--- src/rtl/uart_pkg.sv ---
// Shared types and constants for the uart_tx arbitration blocks.
package uart_pkg;

  localparam int BYTE_W = 8;

  typedef enum logic [1:0] {IDLE, HOLD, SEND} arb_state_t;

endpackage

--- src/rtl/uart_tx_arbiter_if.sv ---
// Requester bus, uart_tx handshake and grant status between the arbiter and its environment.
interface uart_tx_arbiter_if import uart_pkg::*; #(
  parameter int NREQ = 4
);

  logic [NREQ-1:0]          req_valid;
  logic [NREQ*BYTE_W-1:0]   req_data;
  logic [NREQ-1:0]          req_last;
  logic [NREQ-1:0]          req_ready;
  logic                     tx_start;
  logic [BYTE_W-1:0]        tx_data;
  logic                     tx_busy;
  logic                     tx_done;
  logic [NREQ-1:0]          grant;
  logic [$clog2(NREQ)-1:0]  grant_id;
  logic                     active;

  modport slave (
    input  req_valid, req_data, req_last, tx_busy, tx_done,
    output req_ready, tx_start, tx_data, grant, grant_id, active
  );

  modport master (
    output req_valid, req_data, req_last, tx_busy, tx_done,
    input  req_ready, tx_start, tx_data, grant, grant_id, active
  );

endinterface

--- src/rtl/uart_tx_arbiter_rr_pick.sv ---
// Combinational round-robin picker: first set bit of req at or after ptr, wrapping.
module rr_pick #(
  parameter int NREQ = 4
) (
  input  logic [NREQ-1:0]         req,
  input  logic [$clog2(NREQ)-1:0] ptr,
  output logic                    found,
  output logic [$clog2(NREQ)-1:0] idx
);

  localparam int IDX_W = $clog2(NREQ);

  always_comb begin
    found = 1'b0;
    idx   = '0;
    for (int k = 0; k < NREQ; k++) begin
      if (!found && req[(int'(ptr) + k) % NREQ]) begin
        found = 1'b1;
        idx   = IDX_W'((int'(ptr) + k) % NREQ);
      end
    end
  end

endmodule

--- src/rtl/uart_tx_arbiter.sv ---
// Shares one uart_tx between NREQ byte-stream requesters: round-robin per packet,
// one byte in flight, grant forcibly released after MAX_BURST bytes.
module uart_tx_arbiter import uart_pkg::*; #(
  parameter int NREQ      = 4,
  parameter int MAX_BURST = 16
) (
  input  logic             clk,
  input  logic             rst,
  uart_tx_arbiter_if.slave bus
);

  localparam int IDX_W = $clog2(NREQ);
  localparam int CNT_W = $clog2(MAX_BURST + 1);

  arb_state_t        state_q, state_d;
  logic [NREQ-1:0]   grant_q, grant_d;
  logic [IDX_W-1:0]  grant_id_q, grant_id_d;
  logic              active_q, active_d;
  logic              tx_start_q, tx_start_d;
  logic [BYTE_W-1:0] tx_data_q, tx_data_d;
  logic [CNT_W-1:0]  burst_cnt_q, burst_cnt_d;
  logic              last_flag_q, last_flag_d;

  logic [IDX_W-1:0]  start_ptr;
  logic [IDX_W-1:0]  pick_idx;
  logic              pick_found;
  logic              accept;

  // Search starts just past the previous owner, so it ranks lowest next round.
  assign start_ptr = (grant_id_q == IDX_W'(NREQ - 1)) ? '0 : grant_id_q + IDX_W'(1);

  rr_pick #(.NREQ(NREQ)) u_pick (
    .req   (bus.req_valid),
    .ptr   (start_ptr),
    .found (pick_found),
    .idx   (pick_idx)
  );

  assign accept        = (state_q == HOLD) && bus.req_valid[grant_id_q] && !bus.tx_busy;
  assign bus.req_ready = (state_q == HOLD) ? (grant_q & {NREQ{~bus.tx_busy}}) : '0;

  always_comb begin
    // NOTE: every next-state signal gets a default first so no path leaves it unassigned (no latches).
    state_d     = state_q;
    grant_d     = grant_q;
    grant_id_d  = grant_id_q;
    active_d    = active_q;
    tx_start_d  = 1'b0;
    tx_data_d   = tx_data_q;
    burst_cnt_d = burst_cnt_q;
    last_flag_d = last_flag_q;

    unique case (state_q)
      IDLE: begin
        if (pick_found) begin
          grant_d     = NREQ'(1) << pick_idx;
          grant_id_d  = pick_idx;
          active_d    = 1'b1;
          burst_cnt_d = '0;
          state_d     = HOLD;
        end
      end
      HOLD: begin
        if (accept) begin
          tx_data_d   = bus.req_data[int'(grant_id_q)*BYTE_W +: BYTE_W];
          tx_start_d  = 1'b1;
          last_flag_d = bus.req_last[grant_id_q];
          burst_cnt_d = burst_cnt_q + CNT_W'(1);
          state_d     = SEND;
        end
      end
      SEND: begin
        if (bus.tx_done) begin
          if (last_flag_q || burst_cnt_q == CNT_W'(MAX_BURST)) begin
            grant_d  = '0;
            active_d = 1'b0;
            state_d  = IDLE;
          end else begin
            state_d  = HOLD;
          end
        end
      end
      default: state_d = IDLE;
    endcase
  end

  // NOTE: sequential state uses non-blocking assignments so all registers update together.
  always_ff @(posedge clk or posedge rst) begin
    if (rst) begin
      state_q     <= IDLE;
      grant_q     <= '0;
      grant_id_q  <= IDX_W'(NREQ - 1);
      active_q    <= 1'b0;
      tx_start_q  <= 1'b0;
      tx_data_q   <= '0;
      burst_cnt_q <= '0;
      last_flag_q <= 1'b0;
    end else begin
      state_q     <= state_d;
      grant_q     <= grant_d;
      grant_id_q  <= grant_id_d;
      active_q    <= active_d;
      tx_start_q  <= tx_start_d;
      tx_data_q   <= tx_data_d;
      burst_cnt_q <= burst_cnt_d;
      last_flag_q <= last_flag_d;
    end
  end

  assign bus.tx_start = tx_start_q;
  assign bus.tx_data  = tx_data_q;
  assign bus.grant    = grant_q;
  assign bus.grant_id = grant_id_q;
  assign bus.active   = active_q;

endmodule

--- src/flat_wrapper.sv ---
// flat-port wrapper written by rule: the top's interface ports become plain ports
module uart_tx_arbiter_flat import uart_pkg::*;
#(
  parameter int NREQ      = 4,
  parameter int MAX_BURST = 16
)
  (clk, rst, bus_req_valid, bus_req_data, bus_req_last, bus_tx_busy, bus_tx_done, bus_req_ready, bus_tx_start, bus_tx_data, bus_grant, bus_grant_id, bus_active);
  uart_tx_arbiter_if #(.NREQ(NREQ)) bus_i ();
  input  logic clk;
  input  logic rst;
  input wire logic [$bits(bus_i.req_valid)-1:0] bus_req_valid;
  input wire logic [$bits(bus_i.req_data)-1:0] bus_req_data;
  input wire logic [$bits(bus_i.req_last)-1:0] bus_req_last;
  input wire logic [$bits(bus_i.tx_busy)-1:0] bus_tx_busy;
  input wire logic [$bits(bus_i.tx_done)-1:0] bus_tx_done;
  output wire logic [$bits(bus_i.req_ready)-1:0] bus_req_ready;
  output wire logic [$bits(bus_i.tx_start)-1:0] bus_tx_start;
  output wire logic [$bits(bus_i.tx_data)-1:0] bus_tx_data;
  output wire logic [$bits(bus_i.grant)-1:0] bus_grant;
  output wire logic [$bits(bus_i.grant_id)-1:0] bus_grant_id;
  output wire logic [$bits(bus_i.active)-1:0] bus_active;
  assign bus_i.req_valid = bus_req_valid;
  assign bus_i.req_data = bus_req_data;
  assign bus_i.req_last = bus_req_last;
  assign bus_i.tx_busy = bus_tx_busy;
  assign bus_i.tx_done = bus_tx_done;
  assign bus_req_ready = bus_i.req_ready;
  assign bus_tx_start = bus_i.tx_start;
  assign bus_tx_data = bus_i.tx_data;
  assign bus_grant = bus_i.grant;
  assign bus_grant_id = bus_i.grant_id;
  assign bus_active = bus_i.active;
  uart_tx_arbiter #(.NREQ(NREQ), .MAX_BURST(MAX_BURST)) u_core (.clk(clk), .rst(rst), .bus(bus_i));
endmodule
--- config.mk ---
export PLATFORM = sky130hd
export DESIGN_NAME = uart_tx_arbiter_flat
export DESIGN_NICKNAME = d
export VERILOG_FILES = /design/src/rtl/uart_pkg.sv /design/src/rtl/uart_tx_arbiter_if.sv /design/src/rtl/uart_tx_arbiter_rr_pick.sv /design/src/rtl/uart_tx_arbiter.sv /design/src/flat_wrapper.sv
export SDC_FILE = /design/constraint.sdc
export NUM_CORES = 1
export LEC_CHECK = 0
export ABC_AREA = 1
export ABC_CLOCK_PERIOD_IN_PS = 4100
export CAP_MARGIN = 20
export CORE_AREA = 2 2 80 82
export CTS_CLUSTER_SIZE = 40
export DETAILED_ROUTE_END_ITERATION = 7
export DIE_AREA = 0 0 82 84
export DONT_BUFFER_PORTS = 1
export GPL_TIMING_DRIVEN = 0
export PLACE_DENSITY = 0.44
export SLEW_MARGIN = 20
export SYNTH_ARGS = -nofsm -noshare
export SYNTH_HDL_FRONTEND = slang
export SYNTH_HIERARCHICAL = 1
export SYNTH_SLANG_ARGS = --single-unit
export TNS_END_PERCENT = 10
--- constraint.sdc ---
create_clock -name clk -period 4.1 [get_ports clk]
set_input_delay 0.41 -clock clk [delete_from_list [all_inputs] [get_ports clk]]
set_output_delay 0.41 -clock clk [all_outputs]
set_load 0.05 [all_outputs]
==> Word-level counts from Yosys, hierarchy flattened <==
Index checks and enable logic that the tools add are counted.
Widths: inputs -> output; s select.
{ "word_totals": {"ff_bits": 24, "out_inout_bits": 20} }
{ "classes": {"addsub": 5, "magnitude_cmp": 5, "eq_ne": 8, "n_shift": 2, "muxes": 43, "bitwise": 5, "n_reduce_logical": 21} }
{ "op_table": {"columns": ["operator", "n"], "rows": [
  ["$shiftx 32x6->8", 1],
  ["$mux 1", 19],
  ["$mux 2", 8],
  ["$mux 4", 4],
  ["$bmux 1 s2", 6],
  ["$lt 3x4->1 const B", 3],
  ["$mux 5", 2],
  ["$pmux 5 s2", 1],
  ["$pmux 4 s2", 1],
  ["$lt 2x3->1 const B", 2],
  ["$ne 2x1->1 const B", 3],
  ["$pmux 2 s3", 1],
  ["$reduce_and 3->1", 2],
  ["$reduce_or 2->1", 3],
  ["$add 5x1->5 const B", 1],
  ["$eq 5x5->1 const B", 1],
  ["$logic_and 1x1->1", 5],
  ["$add 2x1->2 const B", 2],
  ["$add 2x2->2 const B", 2],
  ["$and 4x4->4", 1],
  ["$eq 2x2->1 const B", 2],
  ["$logic_not 1->1", 4],
  ["$reduce_and 2->1", 2],
  ["$reduce_and 4->1", 1],
  ["other kinds (9)", 12]
]} }

==> Longest topological paths before layout <==
Gate-level depths: netlist (run 1).
{ "logic_depth": {"word_depth": 19, "ltp_mapped": 17, "depth_no_buf": 16} }

==> Cells and area by module <==
Netlist (run 1), hierarchy kept.
{ "modules_own_cells": {"columns": ["module", "n_inst", "cells_each", "area_each_um2"], "rows": [
  ["uart_tx_arbiter", 1, 203, 1450.1],
  ["rr_pick", 1, 59, 319.1]
]} }

==> Worst setup path after synthesis (run 1) <==
OpenSTA, ideal clock, no wires.
{ "synth_path": {"path_type": "reg-to-reg", "startpoint": "register u_core.grant_id_q[0] (netlist: u_core/bus.grant_id[0])", "endpoint": "register u_core.grant_q[0] (netlist: u_core/bus.grant[0])", "setup_ns": 0.119, "arrival_time_ns": 2.221, "t_required_ns": 3.981, "path_slack_ns": 1.760, "path_stages_with_launch": 16, "n_path_buf": 3, "period_less_slack_ns": 2.340, "cell_sequence": "dfstp_2 buf_2 buf_6 nor2_1 buf_6 nand2_1 nand2_4 o21ai_1 nand3b_1 inv_1 nand2_1 nand2_1 nor2_1 o21ai_2 nand2_1 nand2_1"} }
{ "synth_rtl": {"columns": ["item", "line_no", "source"], "rows": [
  ["start: declaration", "uart_tx_arbiter.sv:17", "logic [IDX_W-1:0] grant_id_q, grant_id_d;"],
  ["start signal: assignment", "uart_tx_arbiter.sv:92", "grant_id_q <= IDX_W'(NREQ - 1);"],
  ["start signal: assignment", "uart_tx_arbiter.sv:101", "grant_id_q <= grant_id_d;"],
  ["$add 2x1->2 / $eq 2x2->1 (equally long branches)", "uart_tx_arbiter.sv:30", "assign start_ptr = (grant_id_q == IDX_W'(NREQ - 1)) ? '0 : grant_id_q + IDX_W'(1);"],
  ["$mux 2 *", "uart_tx_arbiter.sv:30", null],
  ["via u_core.start_ptr[0]", "uart_tx_arbiter.sv:24", "logic [IDX_W-1:0] start_ptr;"],
  ["$add 2x1->2 / $bmux 1 s2 (equally long branches)", "uart_tx_arbiter_rr_pick.sv:17", "if (!found && req[(int'(ptr) + k) % NREQ]) begin"],
  ["$bmux 1 s2 / $mux 1 (equally long branches)", "uart_tx_arbiter_rr_pick.sv:17", null],
  ["$mux 1 (not written as such)", "uart_tx_arbiter_rr_pick.sv:17", null],
  ["$mux 1 (not written as such) / $logic_not 1->1 (equally long branches)", "uart_tx_arbiter_rr_pick.sv:17", null],
  ["$logic_and 1x1->1", "uart_tx_arbiter_rr_pick.sv:17", null],
  ["(+2 left out)", null, null],
  ["$logic_and 1x1->1", "uart_tx_arbiter_rr_pick.sv:17", null],
  ["$mux 1", "uart_tx_arbiter_rr_pick.sv:17", null],
  ["$logic_not 1->1", "uart_tx_arbiter_rr_pick.sv:17", null],
  ["$logic_and 1x1->1", "uart_tx_arbiter_rr_pick.sv:17", null],
  ["$mux 1 *", "uart_tx_arbiter_rr_pick.sv:17", null],
  ["via u_core.pick_found", "uart_tx_arbiter.sv:26", "logic pick_found;"],
  ["$ne 2x1->1 (no source line) *", null, null],
  ["$reduce_and 4->1 (no source line) *", null, null],
  ["end signal: assignment", "uart_tx_arbiter.sv:100", "grant_q <= grant_d;"],
  ["end: declaration", "uart_tx_arbiter.sv:16", "logic [NREQ-1:0] grant_q, grant_d;"]
]} }
The timed path passes the listed nets; every way through them passes the cells marked *. The select of a mux whose other input is x is not followed.
A chain may end at the register's enable or synchronous reset.

==> Worst setup path in the final report (run 1) <==
{ "layout_path": {"startpoint": "register u_core.grant_id_q[0] (netlist: u_core/bus.grant_id[0])", "endpoint": "register u_core.burst_cnt_q[1]"} }
{ "layout_between": {"elab_chain_cells": 16} }
{ "layout_lines": {"columns": ["item", "line_no", "source"], "rows": [
  ["$add 2x1->2 / $eq 2x2->1 (equally long branches)", "uart_tx_arbiter.sv:30", null],
  ["$mux 2 *", "uart_tx_arbiter.sv:30", null],
  ["via u_core.start_ptr[0]", "uart_tx_arbiter.sv:24", null],
  ["$add 2x1->2 / $bmux 1 s2 (equally long branches)", "uart_tx_arbiter_rr_pick.sv:17", null],
  ["$bmux 1 s2 / $mux 1 (equally long branches)", "uart_tx_arbiter_rr_pick.sv:17", null],
  ["$mux 1 (not written as such)", "uart_tx_arbiter_rr_pick.sv:17", null],
  ["$mux 1 (not written as such) / $logic_not 1->1 (equally long branches)", "uart_tx_arbiter_rr_pick.sv:17", null],
  ["$logic_and 1x1->1", "uart_tx_arbiter_rr_pick.sv:17", null],
  ["(+2 left out)", null, null],
  ["$logic_and 1x1->1", "uart_tx_arbiter_rr_pick.sv:17", null],
  ["$mux 1", "uart_tx_arbiter_rr_pick.sv:17", null],
  ["$logic_not 1->1", "uart_tx_arbiter_rr_pick.sv:17", null],
  ["$logic_and 1x1->1", "uart_tx_arbiter_rr_pick.sv:17", null],
  ["$mux 1 *", "uart_tx_arbiter_rr_pick.sv:17", null],
  ["via u_core.pick_found", "uart_tx_arbiter.sv:26", null],
  ["$ne 2x1->1 (no source line) *", null, null],
  ["$reduce_and 3->1 (no source line) *", null, null],
  ["end signal: assignment", "uart_tx_arbiter.sv:105", "burst_cnt_q <= burst_cnt_d;"],
  ["end: declaration", "uart_tx_arbiter.sv:21", "logic [CNT_W-1:0] burst_cnt_q, burst_cnt_d;"]
]} }
Marks and branches as above.

==> results of run 1 <==
==> where the power goes <==
group / total, uW / internal [uW] / switching (uW)
clock: 166 / 85.8 / 79.9
sequential: 664 / 339 / 325
combinational: 1150 / 398 / 751
==> area by class of cell <==
type / count / area (um^2)
tap: 77 / 96.3
fill: 714 / 4180
buffer: 8 / 72.6
sequential: 24 / 603
multi-input combinational: 199 / 976
clock buffer: 4 / 55.1
inverter: 31 / 118
==> layer usage <==
layer / track usage (%) / vias up / part of all wire [%] / routed length, um
met5: 0 / - / 0 / 0
met4: 2.27 / 0 / 0.46 / 21
met3: 2.71 / 2 / 6.9 / 312
met2: 23.7 / 42 / 49 / 2210
met1: 17.0 / 708 / 44 / 1980
li1: - / 827 / - / -
==> synthesized netlist by cell type (all sizes together) <==
library cell and number:
inv 30, dfstp 2, xor2 2, nand4 1, nand3 20, nor2 36, xnor2 1, buf 8
o21bai 1, a21oi 1, ha 3, clkinv 1, dfrtp 22, o21ai 21, nand2 102, nand3b 2
o22ai 9
==> per-stage QoR <==
step	cells	hold slack [ns]	area, um^2	power, uW	setup slack, ns
2_1_floorplan	262	0.423	1770	1600	1.76
3_3_place_gp	339	0.470	1870	1840	1.44
3_5_place_dp	339	0.473	1870	1840	1.42
4_1_cts	343	0.284	1920	2020	1.42
5_1_grt	343	0.154	1920	2190	1.19
6_report	343	0.104	1920	1980	1.48
==> logic make-up after synthesis <==
group,Yosys count,synth area share (%)
simple gates,161,41.5
buf+inv,39,10.7
compound gates,32,10.0
flops,24,34.1
xor+xnor,3,1.49
fa+ha+maj,3,2.12
==> flip-flops by register name, summed over array words and instances, names as in the netlist <==
name                 cells
u_core/bus.active        1
u_core/state_q           2
u_core/bus.tx_start      1
u_core/burst_cnt_q       5
u_core/bus.tx_data       8
u_core/last_flag_q       1
u_core/bus.grant         4
u_core/bus.grant_id      2
==> cell usage in the layout (no fill, tap or decap) <==
master / count
a21oi_1: 1
dfrtp_1: 22
nand2_1: 87
nand3b_1: 2
buf_1: 1
nor2_1: 33
nand3_2: 3
ha_1: 3
inv_1: 24
o21bai_1: 1
o21ai_1: 1
xor2_1: 2
nand2_4: 5
o21ai_0: 19
nand3_1: 17
clkbuf_8: 4
o22ai_1: 9
buf_4: 1
dfstp_2: 2
nand4_1: 1
nand2_2: 10
inv_2: 5
clkinv_2: 1
buf_6: 5
o21ai_2: 1
nor2_4: 2
xnor2_1: 1
clkinv_1: 1
nor2_2: 1
buf_2: 1
==> final timing paths <==
kind                                              from                    end  cells after the start
worst max-delay path            u_core/bus.grant_id[0]  u_core/burst_cnt_q[1]                     15
worst min-delay path                               rst  u_core/burst_cnt_q[2]                      1
worst max register to register  u_core/bus.grant_id[0]  u_core/burst_cnt_q[1]                     15
worst min register to register      u_core/last_flag_q     u_core/last_flag_q                      2
max in group asynchronous                          rst  u_core/bus.tx_data[7]                      1
min in group clk                           bus_tx_done      u_core/state_q[1]                      3
==> reports/qor_table.md, run 1 <==
| Group | Item | This run |
|---|---|---|
| route | Detailed-router iteration count before antenna repair | 4 |
| die | Die Outline Area | 6890 um^2 |
| die | Horiz. Die Dim | 82 um |
| route | Post-detailed-route via-to-cell ratio | 4.60 |
| layout | Final nets | 314 |
| grt | Pin count of the biggest net entering global routing | 25 |
| yosys | Proportion of synthesized chip area in sequential cells | 34.1% |
| timing | Min Tclk post-route | 2.62 ns |
| die | Ports placed on the boundary | 64 |
| setup path | Critical Path End Type | register |
| setup path | Cell repeated most along the worst path | nand2_1 |
| setup path | Number of buffer and inverter stages on the critical path | 4 |
| timing | Clk_skew | 0.00794 ns |
| grt | Grt total ovfl | 0 |
| clock tree | Number of H-tree branching levels | 1 |
| yosys | Largest cells by area after synthesis | dfrtp_1 (31%), nand2_1 (18%), nor2_1 (7.0%), o21ai_0 (5.4%), inv_1 (5.3%) |
| die | Height of the chip | 84 um |
| layout | Share of layout cells above drive strength 1 | 15.4% |
| route | Routed vias | 1579 |
| power | Static leakage | 0.00102 uW |
| clock tree | Num CTS Buffers | 3 |
| route | DR WL/cell | 13.2 um |
| timing | Worst-Margin Slew | 0.917 ns |
| setup path | Sort of element at the start of the critical path | register |
| yosys | Net count of the mapped netlist | 309 |
| setup path | Slowest Stage Delay on Critical Path | 0.75 ns |
| route | DRC marker count from the first detailed-route iteration | 37 |
| timing | Count of final max-slew check failures | 0 |
| setup path | Critical Path, Cell by Cell | buf_2 > buf_6 > nor2_1 > buf_6 > nand2_1 > nand2_4 > nand2_2 > nand2_2 > nor2_4 > nand3b_1 > nand2_1 > buf_4 > nand2_1 > nand2_1 > nand2_1 |
| clock tree | Clock latency reported for the late side of the worst-skew pair | 0.27 ns |
| route | DRC violations left | 0 |
| power | Peak supply drop | 0.245 mV |
| clock tree | Max Root-Sink Buffers | 2 |
| clock tree | CTS tree | yes |
| timing | Share of the clock period used by the worst path | 63.8% |
| yosys | Unique masters post-synth | 28 |
| clock tree | Clock Root Buffer | clkbuf_8 |
| yosys | Share of Yosys cell area claimed by the top area cell type | 31.1% |
| die | Floorplan row count | 29 |
| placed design | Post-DP HPWL | 3.50 mm |
| setup path | Slowest stage cell, crit path | dfstp_2 |
| grt | All-Layer GR Usage | 13.5% |
| setup path | Kind of cell adding the most delay to the critical path | simple AND/OR/NAND/NOR gates |
| clock tree | Setup bufs post-CTS | 0 |
| flow run | Max-Cap Viols | 0 |
| timing | Final setup violation count | 0 |
| clock tree | Post-cts hold buffer count | 0 |
| grt | Wire length of the first global-routing pass | 7.32 mm |
| timing | Worst slew slack as a fraction of its limit | 38.5% |
| die | Initial core utilization | 29.0% |
| power | Power per cell area | 1030 nW/um^2 |
| yosys | Number of storage elements in the synthesis netlist | 24 |
| grt | Vias in the first global route | 1577 |
| setup path | CP Max Fanout | 10 |
| grt | Number of antenna violations at the first check in global routing | 0 |
| clock tree | Number of sinks handled by clock tree synthesis | 24 |
| clock tree | Clock-pin slew on the worst setup and hold paths | 0.09 ns |
| setup path | Data arrival time at the worst-slack endpoint | 2.79 ns |
| die | Core area | 6100 um^2 |
| route | Number of routed nets with antenna violations | 0 |
| placed design | Final weighted congestion in routability-driven placement | 0.736 |
| yosys | Post-synthesis cell count | 262 |
| timing | Number of failing hold endpoints at the final stage | 0 |
| status | Run status | finished clean |
| placed design | I/O Buffers | 0 |
| yosys | Post-synthesis cell area | 1770 um^2 |
| min path | Worst hold path class | primary input to async pin |
| setup path | Required time worst endpoint | 4.27 ns |
| setup path | R2r setup slk | 1.48 ns |
| setup path | Critical Setup Path Class | register to register |
| timing | TNS Setup | 0 ns |
| layout | Final core utilization | 31.5% |
| yosys | Mean instance size in the synthesized netlist | 6.75 um^2 |
| route | Routed wire length | 4.52 mm |
| yosys | Synth area leader | dfrtp_1 |
| timing | Unrepaired setup endpoints after global routing | no |
| layout | Area delta synth->final | 8.56% |
| clock tree | Post-cts sizing count | 0 |
| timing | Highest achievable clock rate | 382 MHz |
| layout | Number of inserted diodes | 0 |
| yosys | Yosys Warn Count | 6 |
Power figures use the tool's default switching activity.
==> inputs of run 2 (changes only) <==
ABC_CLOCK_PERIOD_IN_PS = 2100   (was 4100)
PLACE_DENSITY = 0.45   (was 0.44)
clock period = 2.1 ns   (was 4.1 ns; I/O delays follow)
==> reports/qor_table.md, run 2 (synthesized netlist as in run 1, its figures left out) <==
| Group | Item | This run | Delta |
|---|---|---|---|
| layout | Largest register FFs | 8 | unchanged |
| placed design | Post-DP HPWL | 3.49 mm | -0.47% |
| route | Post-detailed-route via-to-cell ratio | 4.76 | +3.3% |
| timing | TNS Setup | -0.403 ns | -0.403 ns |
| setup path | Data arrival time at the worst-slack endpoint | 2.32 ns | -0.47 ns |
| grt | Vias in the first global route | 1637 | +3.8% |
| layout | Share of layout cells above drive strength 1 | 25.5% | +10 points |
| grt | Wire length of the first global-routing pass | 7.48 mm | +2.2% |
| clock tree | Max Root-Sink Buffers | 2 | unchanged |
| power | Static leakage | 0.00110 uW | +8.1% |
| die | Floorplan row count | 29 | unchanged |
| min path | End point of the worst hold path | u_core/state_q[1] |  |
| timing | PnR worst setup slack | -0.0577 ns | -1.54 ns |
| power | Overall power of the completed layout | 4510 uW | +130% |
| layout | Area delta synth->final | 21.4% |  |
| die | Height of the chip | 84 um | unchanged |
| route | Wire length on met3 | 402 um | +29% |
| status | Run status | finished, violations left |  |
| power | Power per cell area | 2100 nW/um^2 | +100% |
| power | Switching fraction of total power | 56.2% | -2.3 points |
| route | DRC violations left | 0 | unchanged |
| setup path | Beginning of the worst register-to-register path | u_core/bus.grant_id[0] |  |
| route | Wl on met1 | 1.91 mm | -3.6% |
| grt | Grt total ovfl | 0 | unchanged |
| setup path | CP Max Fanout | 8 | -2 |
| clock tree | Number of H-tree branching levels | 1 | unchanged |
| timing | Worst slew slack as a fraction of its limit | 39.9% | +1.4 points |
| die | Ports placed on the boundary | 64 | unchanged |
| setup path | Critical Path End Type | register |  |
| setup path | R2r endpoint | u_core/bus.grant[2] |  |
| timing | Final setup violation count | 11 | +11 |
| grt | All-Layer GR Usage | 14.0% | +0.47 points |
| die | Core area | 6100 um^2 | unchanged |
| timing | Count of final max-slew check failures | 0 | unchanged |
| timing | Min Tclk post-route | 2.16 ns | -0.460 ns |
| power | Net switching power | 2530 uW | +120% |
| placed design | Placed cell count | 339 | unchanged |
| grt | Number of antenna violations at the first check in global routing | 0 | unchanged |
| power | Relative contribution of combinational cells to total power | 63.4% | +5.3 points |
| setup path | Required time worst endpoint | 2.26 ns | -2.01 ns |
| route | DRC marker count from the first detailed-route iteration | 51 | +38% |
| die | Initial core utilization | 29.0% | unchanged |
| timing | Unrepaired setup endpoints after global routing | yes |  |
| layout | Non-Filler Instances | 352 | +2.6% |
| status | Violations in the final reports | negative setup slack |  |
| power | Share of power burned in registers | 29.4% | -4.2 points |
| min path | Worst hold path cell count | 3 |  |
| min path | Hold wc startpoint | bus_tx_done |  |
| power | Clock power frac | 7.2% | -1.2 points |
| grt | Pin count of the biggest net entering global routing | 25 | unchanged |
| clock tree | Clock latency reported for the late side of the worst-skew pair | 0.27 ns | about the same |
| timing | Share of the clock period used by the worst path | 103% | +39 points |
| layout | Final core utilization | 35.2% | +3.7 points |
| clock tree | Num CTS Buffers | 3 | unchanged |
| timing | Worst-Margin Slew | 0.896 ns | -0.0209 ns |
| route | Highest layer used for signal routing | met4 |  |
| route | Routed vias | 1674 | +6.0% |
| placed design | I/O Buffers | 0 | unchanged |
| min path | Worst hold path class | primary input to register |  |
| setup path | Sort of element at the start of the critical path | register |  |
| route | Number of routed nets with antenna violations | 0 | unchanged |
| layout | Commonest non-fill, non-tap cell in the layout | nand2_1 |  |
| route | Detailed-router iteration count before antenna repair | 4 | unchanged |
| clock tree | CTS tree | yes |  |
| setup path | Cells on worst reg2reg path | 16 | +1 |
| timing | Clk_skew | 0.00759 ns | -0.000358 ns |
| route | Met2 wire length | 2.39 mm | +8.6% |
| timing | Highest achievable clock rate | 463 MHz | +21% |
| flow run | Max-Cap Viols | 0 | unchanged |
| die | Horiz. Die Dim | 82 um | unchanged |
| placed design | Final weighted congestion in routability-driven placement | 0.757 | +3.0% |
| timing | Number of failing hold endpoints at the final stage | 0 | unchanged |
| route | DR WL/cell | 13.5 um | +2.6% |
| setup path | R2r setup slk | -0.06 ns | -1.54 ns |
| layout | Leading cell types in the layout, fill and taps excluded | nand2_1 (80), nor2_1 (26), inv_1 (22), dfrtp_1 (22), o21ai_0 (18) |  |
| clock tree | Clock Root Buffer | clkbuf_8 |  |
| layout | Final nets | 323 | +2.9% |
| timing | Final-layout worst hold slack | 0.166 ns | +0.0617 ns |
| route | Routed wire length | 4.76 mm | +5.3% |
| power | Peak supply drop | 0.553 mV | +130% |
| clock tree | Clock-pin slew on the worst setup and hold paths | 0.08 ns | about the same |
| layout | Number of inserted diodes | 0 | unchanged |
| clock tree | Number of sinks handled by clock tree synthesis | 24 | unchanged |
| power | Cell-internal power | 1980 uW | +140% |
| die | Die Outline Area | 6890 um^2 | unchanged |
| setup path | Critical Setup Path Class | register to register |  |
[run 2: how the worst max path moves through the flow]
stage          slack, ns              startpoint  cells after the start                     to
6_report           -0.06  u_core/bus.grant_id[0]                     16    u_core/bus.grant[2]
5_1_grt            -0.24  u_core/bus.grant_id[0]                     16    u_core/bus.grant[2]
3_5_place_dp       -0.32  u_core/bus.grant_id[0]                     14  u_core/burst_cnt_q[2]
2_1_floorplan      -0.04  u_core/bus.grant_id[0]                     15    u_core/bus.grant[0]
4_1_cts            -0.05  u_core/bus.grant_id[0]                     14  u_core/burst_cnt_q[0]
3_3_place_gp       -0.31  u_core/bus.grant_id[0]                     14  u_core/burst_cnt_q[0]
[run 2: layout make-up]
type	instances	area [um^2]
Clock buffer	4	55.1
Multi-Input combinational cell	199	1090
Tap cell	77	96.3
Fill cell	683	3950
Buffer	7	75.1
Timing Repair Buffer	10	93.8
Sequential cell	24	611
Inverter	31	125
[run 2: layer usage]
layer,track usage (%),up-vias
li1,-,845
met1,15.6,773
met2,25.5,52
met3,3.35,4
met4,4.09,0
met5,0,-
[run 2: through the flow]
step / cell area [um^2] / worst slack [ns]
floorplan: 1810 / -0.0371
global placement: 1910 / -0.312
detailed placement: 1910 / -0.319
CTS: 2060 / -0.0532
global route: 2150 / -0.236
finish: 2150 / -0.0577
[run 2: worst max-delay path, stage by stage (launching register included)]
cell	delay, ns
dfstp_4	0.76
ha_4	0.18
nor2_4	0.05
inv_4	0.11
nand2_1	0.09
nand2_2	0.08
nand2_2	0.06
nand2_2	0.09
nor2_4	0.04
nand3b_1	0.09
inv_1	0.04
nand2_1	0.05
nand2_1	0.05
nor2_2	0.13
o21ai_2	0.11
nand2_1	0.07
nand2_1	0.06
[run 2: repair_timing]
action                                 in CTS  in global routing
gates cloned                                1                  0
setup endpoints to repair                  13                 17
pin swaps                                  14                 10
hold buffers                                0                  1
buffers inserted                            6                  2
gates resized for setup                    15                 17
endpoints found under the hold margin       0                 22
[run 2: power by group through the flow]
stage / Sequential, uW / Combinational (uW) / Clock (uW)
floorplan: 1280 / 1950 / 0
detailed placement: 1330 / 2370 / 0
global placement: 1330 / 2360 / 0
finish: 1330 / 2860 / 322
CTS: 1330 / 2670 / 338
global route: 1360 / 3180 / 354
